### config.mk
export PLATFORM = sky130hd
export DESIGN_NAME = level_sequencer
export DESIGN_NICKNAME = d
export VERILOG_FILES = /design/src/rtl/level_sequencer.sv
export SDC_FILE = /design/constraint.sdc
export NUM_CORES = 1
export LEC_CHECK = 0
export CORE_MARGIN = 2
export CORE_UTILIZATION = 68
export CTS_BUF_LIST = sky130_fd_sc_hd__clkbuf_8 sky130_fd_sc_hd__clkbuf_16
export CTS_CLUSTER_DIAMETER = 30
export CTS_CLUSTER_SIZE = 25
export DETAILED_ROUTE_END_ITERATION = 8
export DONT_BUFFER_PORTS = 1
export PLACE_DENSITY = 0.84
export SKIP_LAST_GASP = 1
export SYNTH_ARGS = -nofsm -noshare
export SYNTH_HDL_FRONTEND = slang
export SYNTH_SLANG_ARGS = --single-unit
### constraint.sdc
create_clock -name clk -period 4.93 [get_ports clk]
set_clock_uncertainty 0.05 [all_clocks]
set_input_delay 1.479 -clock clk [delete_from_list [all_inputs] [get_ports clk]]
set_output_delay 1.479 -clock clk [all_outputs]
set_load 0.005 [all_outputs]
### src/rtl/level_sequencer.sv
`default_nettype none
// ============================================================================
// Module      : level_sequencer
// Description : Memory game sequencer. Each round appends a pseudo-random note
//               to the stored sequence, plays it back on note_out, then checks
//               the player's key presses against it. The player wins at
//               MAX_LEN notes and loses on a wrong key or on a key timeout.
// Revision    : 1.0 - initial release
// ============================================================================
module level_sequencer #(
  parameter int          NOTE_TICKS    = 25000000,
  parameter int          GAP_TICKS     = 12500000,
  parameter int          TIMEOUT_TICKS = 150000000,
  parameter int          MAX_LEN       = 8,
  parameter logic [7:0]  SEED          = 8'hA5
) (
  input  logic       clk,
  input  logic       reset,
  input  logic       start,
  input  logic       key_valid,
  input  logic [3:0] key_code,
  output logic [3:0] note_out,
  output logic [3:0] state_out,
  output logic [3:0] level_len,
  output logic       won,
  output logic       lost
);

  localparam logic [2:0] S_IDLE     = 3'd0;
  localparam logic [2:0] S_EXTEND   = 3'd1;
  localparam logic [2:0] S_PLAY_ON  = 3'd2;
  localparam logic [2:0] S_PLAY_OFF = 3'd3;
  localparam logic [2:0] S_WAIT_KEY = 3'd4;
  localparam logic [2:0] S_WON      = 3'd5;
  localparam logic [2:0] S_LOST     = 3'd6;

  // An all-zero seed would lock the LFSR up, so it is replaced by 1.
  localparam logic [7:0]  C_SEED        = (SEED == 8'h00) ? 8'h01 : SEED;
  localparam logic [31:0] C_NOTE_RELOAD = 32'(NOTE_TICKS - 1);
  localparam logic [31:0] C_GAP_RELOAD  = 32'(GAP_TICKS - 1);
  localparam logic [31:0] C_TMO_RELOAD  = 32'(TIMEOUT_TICKS - 1);
  localparam logic [3:0]  C_MAX_LEN     = 4'(MAX_LEN);

  logic [2:0]  r_state;
  logic [3:0]  r_level_len;
  logic [2:0]  r_idx;
  logic [31:0] r_timer;
  logic [7:0]  r_lfsr;
  logic [1:0]  r_slot [8];

  logic        w_lfsr_fb;
  logic [1:0]  w_cur_note;
  logic [3:0]  w_cur_onehot;
  logic        w_last_idx;
  logic        w_timer_zero;

  // Taps for x^8+x^6+x^5+x^4+1 on a left-shifting Fibonacci register.
  assign w_lfsr_fb    = r_lfsr[7] ^ r_lfsr[5] ^ r_lfsr[4] ^ r_lfsr[3];
  assign w_cur_note   = r_slot[r_idx];
  assign w_cur_onehot = 4'b0001 << w_cur_note;
  assign w_last_idx   = ({1'b0, r_idx} == (r_level_len - 4'd1));
  assign w_timer_zero = (r_timer == 32'd0);

  // Outputs are pure decodes of registered state.
  assign state_out = {1'b0, r_state};
  assign note_out  = (r_state == S_PLAY_ON) ? w_cur_onehot : 4'b0000;
  assign level_len = r_level_len;
  assign won       = (r_state == S_WON);
  assign lost      = (r_state == S_LOST);

  // Free-running LFSR; reset reloads the seed.
  always_ff @(posedge clk) begin
    if (reset) begin
      r_lfsr <= C_SEED;
    end else begin
      r_lfsr <= {r_lfsr[6:0], w_lfsr_fb};
    end
  end

  // Sequence storage; only appended to in EXTEND, never cleared.
  always_ff @(posedge clk) begin
    if (!reset && (r_state == S_EXTEND)) begin
      r_slot[r_level_len[2:0]] <= r_lfsr[1:0];
    end
  end

  // Game state machine with shared down-timer for note, gap and key timeout.
  always_ff @(posedge clk) begin
    if (reset) begin
      r_state     <= S_IDLE;
      r_level_len <= 4'd0;
      r_idx       <= 3'd0;
      r_timer     <= 32'd0;
    end else begin
      case (r_state)
        S_IDLE, S_WON, S_LOST: begin
          if (start) begin
            r_level_len <= 4'd0;
            r_idx       <= 3'd0;
            r_state     <= S_EXTEND;
          end
        end

        S_EXTEND: begin
          r_level_len <= r_level_len + 4'd1;
          r_idx       <= 3'd0;
          r_timer     <= C_NOTE_RELOAD;
          r_state     <= S_PLAY_ON;
        end

        S_PLAY_ON: begin
          if (w_timer_zero) begin
            r_timer <= C_GAP_RELOAD;
            r_state <= S_PLAY_OFF;
          end else begin
            r_timer <= r_timer - 32'd1;
          end
        end

        S_PLAY_OFF: begin
          if (w_timer_zero) begin
            if (w_last_idx) begin
              r_idx   <= 3'd0;
              r_timer <= C_TMO_RELOAD;
              r_state <= S_WAIT_KEY;
            end else begin
              r_idx   <= r_idx + 3'd1;
              r_timer <= C_NOTE_RELOAD;
              r_state <= S_PLAY_ON;
            end
          end else begin
            r_timer <= r_timer - 32'd1;
          end
        end

        S_WAIT_KEY: begin
          // A key press takes precedence over an expiring timeout.
          if (key_valid) begin
            if (key_code == w_cur_onehot) begin
              if (!w_last_idx) begin
                r_idx   <= r_idx + 3'd1;
                r_timer <= C_TMO_RELOAD;
              end else if (r_level_len == C_MAX_LEN) begin
                r_state <= S_WON;
              end else begin
                r_state <= S_EXTEND;
              end
            end else begin
              r_state <= S_LOST;
            end
          end else if (w_timer_zero) begin
            r_state <= S_LOST;
          end else begin
            r_timer <= r_timer - 32'd1;
          end
        end

        default: begin
          r_state <= S_IDLE;
        end
      endcase
    end
  end

endmodule
`default_nettype wire
; ---- Word-level counts from Yosys, hierarchy flattened
; Memory sizes are Yosys's and may differ from the RTL's. A register that Yosys moved wholly into a read port is not among the register bits.
; Index checks and enable logic that the tools add are counted.
[classes]
addsub = 4
n_eq_ne = 20
shifts = 1
mux = 32
n_bitwise = 3
n_reduce_logical = 12
[ops]
columns = op, n
row1 = $mux 32, 6
row2 = $pmux 32 s4, 1
row3 = $mux 3, 17
row4 = $logic_not 32->1, 1
row5 = $sub 32x1->32 const B, 1
row6 = $mux 28, 1
row7 = $pmux 3 s5, 1
row8 = $ne 2x2->1 const B, 6
row9 = $ne 3x3->1 const B, 4
row10 = $pmux 3 s4, 1
row11 = $eq 3x3->1 const B, 3
row12 = $mux 4, 2
row13 = $pmux 4 s2, 1
row14 = $reduce_bool 4->1, 2
row15 = $eq 3x2->1 const B, 2
row16 = $reduce_and 6->1, 1
row17 = $reduce_and 5->1, 1
row18 = $add 4x1->4 const B, 1
row19 = $eq 3x4->1, 1
row20 = $eq 4x4->1, 1
row21 = $eq 4x4->1 const B, 1
row22 = $ne 4x4->1 const B, 1
row23 = $reduce_and 4->1, 1
row24 = $shl 1x2->4 const A, 1
row25 = other kinds (11), 14
[word_totals]
reg_bits = 50
mem_bits_rw = 16
input_bits = 8
out_inout_bits = 14
elab_cells = 78
memories = 1
[memory_table]
columns = name, words, word_bits, rd, rd_ports_with_merged_regs, wr, line
row1 = r_slot, 8, 2, 1, 1, 1, 49  ; logic [1:0] r_slot [8];

; ---- Longest topological paths before layout
[logic_depth]
ltp_word = 8
ltp_mapped = 12
ltp_nobuf = 10

; ---- Worst setup path after synthesis
; OpenSTA, ideal clock, no wires.
[synth_path]
path_kind = input to register
start = input port key_valid
end = register r_timer[27]
setup_ns = 0.117
t_arrival_ns = 3.165
required_ns = 4.763
slack_ns = 1.598
path_stages = 9
path_cell_list = clkbuf_1 -> nand3_1 -> o22a_1 -> clkbuf_1 -> or2_2 -> and2_1 -> clkbuf_1 -> a32o_1 -> a22o_1
[synth_between]
elab_chain_cells = 2
elab_cells_between_ends = 6
[synth_rtl]
columns = element, line
row1 = start: declaration, 20  ; input logic key_valid,
row2 = $ne 3x3->1 (no source line) / $mux 32 (equally long branches), -
row3 = $reduce_and 4->1 (no source line) / $pmux 32 s4 (equally long branches), -
row4 = end signal: assignment, 116  ; r_timer <= r_timer - 32'd1;
row5 = end signal: assignment, 132  ; r_timer <= r_timer - 32'd1;
row6 = end signal: assignment, 154  ; r_timer <= r_timer - 32'd1;
row7 = end: declaration, 47  ; logic [31:0] r_timer;
; Parallel ways exist; a longest one is shown, timed or not.
; A chain may end at the register's enable or synchronous reset.

; ---- Final worst setup path
[layout_path]
start = register r_level_len[0] (netlist: level_len[0])
end = register r_timer[6]
[layout_between]
elab_chain_cells = 5
elab_cells_between_ends = 7
[layout_rtl]
columns = element, line
row1 = start: declaration, 45  ; logic [3:0] r_level_len;
row2 = start signal: assignment, 105  ; r_level_len <= r_level_len + 4'd1;
row3 = $sub 4x1->4 (*), 61  ; assign w_last_idx = ({1'b0, r_idx} == (r_level_len - 4'd1));
row4 = $eq 3x4->1 (*), 61
row5 = $mux 28, 122  ; if (w_last_idx) begin
row6 = $mux 32, 121  ; if (w_timer_zero) begin
row7 = $pmux 32 s4, 95  ; case (r_state)
; Mark *: on every way between the ends. The rest lies on a longest branch, timed or not.

==> qor.csv <==
stage;metric;value;unit
timing;timing.fmax;273;MHz
grt;grt_pass1_vias;3252;
floorplanning;io_pins;22;
pwr;vdd_drop_max;0.334;mV
cts;cts_tree;built;
layout;diodes;0;
timing;slew_headroom;17.2;%
synth;ys_types;70;
place;post-place-ws;1.30;ns
grt;grt_use_total;31.4;%
cts;cts_resized;0;
floorplanning;die_area;6340;µm²
grt;grt_max_degree;45;
pwr;p_total;2.51;mW
route;routed-via-count;3501;
grt;antenna_found_initial;0;
pwr;power.density;621;nW/µm²
grt;gr-total-overflow;0;
synth;yosysWarnings;0;
grt;grt_pass1_wl;15.4;mm
layout;final-instance-count-excl-fill;522;
route;via_per_inst;6.71;
layout;syn2layout_area_growth;4.15;%
cts;cts_made_buffers;9;
synth;synth-seq-area-share;39.7;%
cts;cts_sinks;69;
floorplanning;core.rowCount;27;
timing;finalWorstSetupSlack;1.27;ns
cts;clk_pin_slew_worst_paths;0.09;ns
timing;grt_setup_unrepaired;false;
cts;clock-root-buffer;clkbuf_8;
place;placed_area;3870;µm²
status;outcome;complete, no violations;
worst_hold_path;min_delay_path_depth;1;
timing;slew_violations;0;
place;place.gp.congestion;0.974;
synth;syn_area;3890;µm²
job;drv_cap;0;
cts;cts_max_path_buffers;2;
cts;clk_latency;0.37;ns
synth;synth.area.top_cells;dfxtp_1, edfxtp_1, nor2_1, a21oi_1, o21ai_0;
layout;drive_gt1_share;9.33;%
pwr;p_leak;1.38;nW
synth;netlist_instances;460;
route;drc_errors;0;
synth;syn_area_per_cell;8.45;µm²
layout;fillers;405;
layout;seqCellArea;1540;µm²
synth;async_flop_share;0;%
route;finalWirelength;9.16;mm
worst_hold_path;hold_path.class;reg -> reg;
synth;synthFlopType;dfxtp_1;
timing;period_share;74.3;%
route;drtAntennaViolNets;0;
worst_setup_path;critical_path.endpoint_type;flop;
floorplanning;die_y;79.6;µm
floorplanning;die_width;79.6;µm
timing;finalSetupViolCount;0;
place;dp.cells;506;
worst_setup_path;start_kind;flop;
timing;finalCriticalPeriod;3.66;ns
cts;cts_htree_levels;3;
layout;postLayoutCellArea;4050;µm²
cts;hold_buffers;0;
synth;synth_edf_count;16;
synth;syn-num-nets;473;
synth;yosysTopAreaCellShare;27.3;%
timing;hold_violations;0;
synth;synth-seq-cells;69;
worst_setup_path;crit_required;5.13;ns
layout;fin_nets;458;
synth;yosysTopAreaCell;dfxtp_1;
worst_setup_path;critPathMaxFanout;10;
floorplanning;initial_core_util;70.6;%
worst_setup_path;rr_worst_depth;10;
cts;cts_setup_buffers;0;
worst_setup_path;path_class;reg -> reg;
place;dpl.hpwl;6.18;mm
route;wire_per_inst;17.6;µm
floorplanning;core;5510;µm²
timing;worst_slew_pin_slew;1.24;ns
route;drt_iter0_drc;324;
timing;final.setup.tns;0;ns
route;dr.pass1.iters;5;
place;io_buffers;0;
layout;multi_input_area;2180;µm²
worst_setup_path;worstPathArrival;3.86;ns
routing by layer:
metal | vias to the layer above | global-route usage [%] | part of all wire (%)
met4 | 0 | 12.4 | 2.4
met5 | - | 0 | 0
met2 | 145 | 49.1 | 46
met3 | 25 | 9.28 | 7.5
met1 | 1660 | 40.9 | 44
li1 | 1671 | - | -
power breakdown:
| group | total, mW | internal (mW) | switching, mW |
|---|---|---|---|
| Clock | 0.417 | 0.183 | 0.234 |
| Combinational | 1.25 | 0.450 | 0.804 |
| Sequential | 0.842 | 0.683 | 0.159 |
| Total | 2.51 | 1.32 | 1.20 |
worst paths after layout:
check	end	slack (ns)	startpoint
worst max-delay path	r_timer[6]	1.27	level_len[0]
worst min-delay path	r_lfsr[7]	0.38	r_lfsr[6]
worst max register to register	r_timer[6]	1.27	level_len[0]
worst min register to register	r_lfsr[7]	0.38	r_lfsr[6]
synthesized netlist by cell type (5+ instances only):
library cell  instances
o21ai_0              28
or2_2                 5
nor2_1               59
nand2_1              37
nor4_1               13
dfxtp_1              53
a311oi_1             11
edfxtp_1             16
nand2b_1              6
o22ai_1               5
xor2_1               10
or4_1                 7
nor3_1               19
nor2b_1               9
clkbuf_1             22
inv_1                14
or3_1                 8
a31oi_1               7
mux2i_1               7
o21a_1                5
a21oi_1              34
ha_1                  5
nand3_1               5
layout make-up:
type / instances / area share (%)
well taps: 72 / 2.23
flip-flops and latches: 69 / 38.1
inverters: 15 / 1.39
clock buffers: 9 / 3.06
clock inverters: 7 / 1.27
multi-input cells: 349 / 53.8
repair buffers: 1 / 0.185
critical path: stages (launching register included):
cell and delay [ns]:
dfxtp_1 0.55, inv_1 0.17, ha_1 0.24, xor2_1 0.16
or4_1 0.50, a31oi_1 0.70, nand2b_1 0.26, o211a_2 0.31
nor2_1 0.11, a32o_1 0.27, a22o_1 0.22
sequential cells by signal, summed over array words and instances (netlist names), named ones only:
signal,cells
level_len,4
r_idx,3
r_lfsr,8
r_slot,16
r_state,3
r_timer,32
cell families after synthesis:
kind of cell | share of synthesized area [%]
other | 0.0965
xor gates and xnor gates | 2.93
muxes | 3.83
AOI/OAI and AO/OA | 21.5
adders and majority gates | 1.87
buffers and inverters | 4.41
DFF | 39.7
and+or+nand+nor | 25.7
cells in the final DEF (no fill, tap or decap), types with 3 or more instances in the layout:
| cell type | synthesis | final |
|---|---|---|
| a211oi_1 | 4 | 4 |
| a21oi_1 | 34 | 34 |
| a22o_1 | 3 | 3 |
| a311oi_1 | 11 | 11 |
| a31oi_1 | 7 | 7 |
| a32o_1 | 4 | 4 |
| and2_1 | 3 | 3 |
| clkbuf_8 | 0 | 9 |
| clkinvlp_4 | 0 | 4 |
| dfxtp_1 | 53 | 53 |
| edfxtp_1 | 16 | 16 |
| ha_1 | 5 | 5 |
| inv_1 | 14 | 14 |
| mux2i_1 | 7 | 7 |
| mux4_2 | 3 | 3 |
| nand2_1 | 37 | 37 |
| nand2b_1 | 6 | 6 |
| nand3_1 | 5 | 5 |
| nor2_1 | 59 | 59 |
| nor2b_1 | 9 | 9 |
| nor3_1 | 19 | 19 |
| nor4_1 | 13 | 13 |
| o21a_1 | 5 | 5 |
| o21ai_0 | 28 | 28 |
| o21ai_1 | 4 | 3 |
| o22ai_1 | 5 | 5 |
| o31ai_1 | 3 | 3 |
| or2_2 | 5 | 5 |
| or3_1 | 8 | 8 |
| or4_1 | 7 | 7 |
| or4_4 | 4 | 4 |
| xnor2_1 | 3 | 3 |
| xor2_1 | 10 | 10 |
metrics by stage:
step,hold slack [ns],util (%)
2_1_floorplan,0.339,-
3_3_place_gp,0.348,70.3
3_5_place_dp,0.360,70.3
4_1_cts,0.382,73.5
5_1_grt,0.407,73.5
6_report,0.380,73.5
No activity file was read; power rests on OpenSTA's default activity.
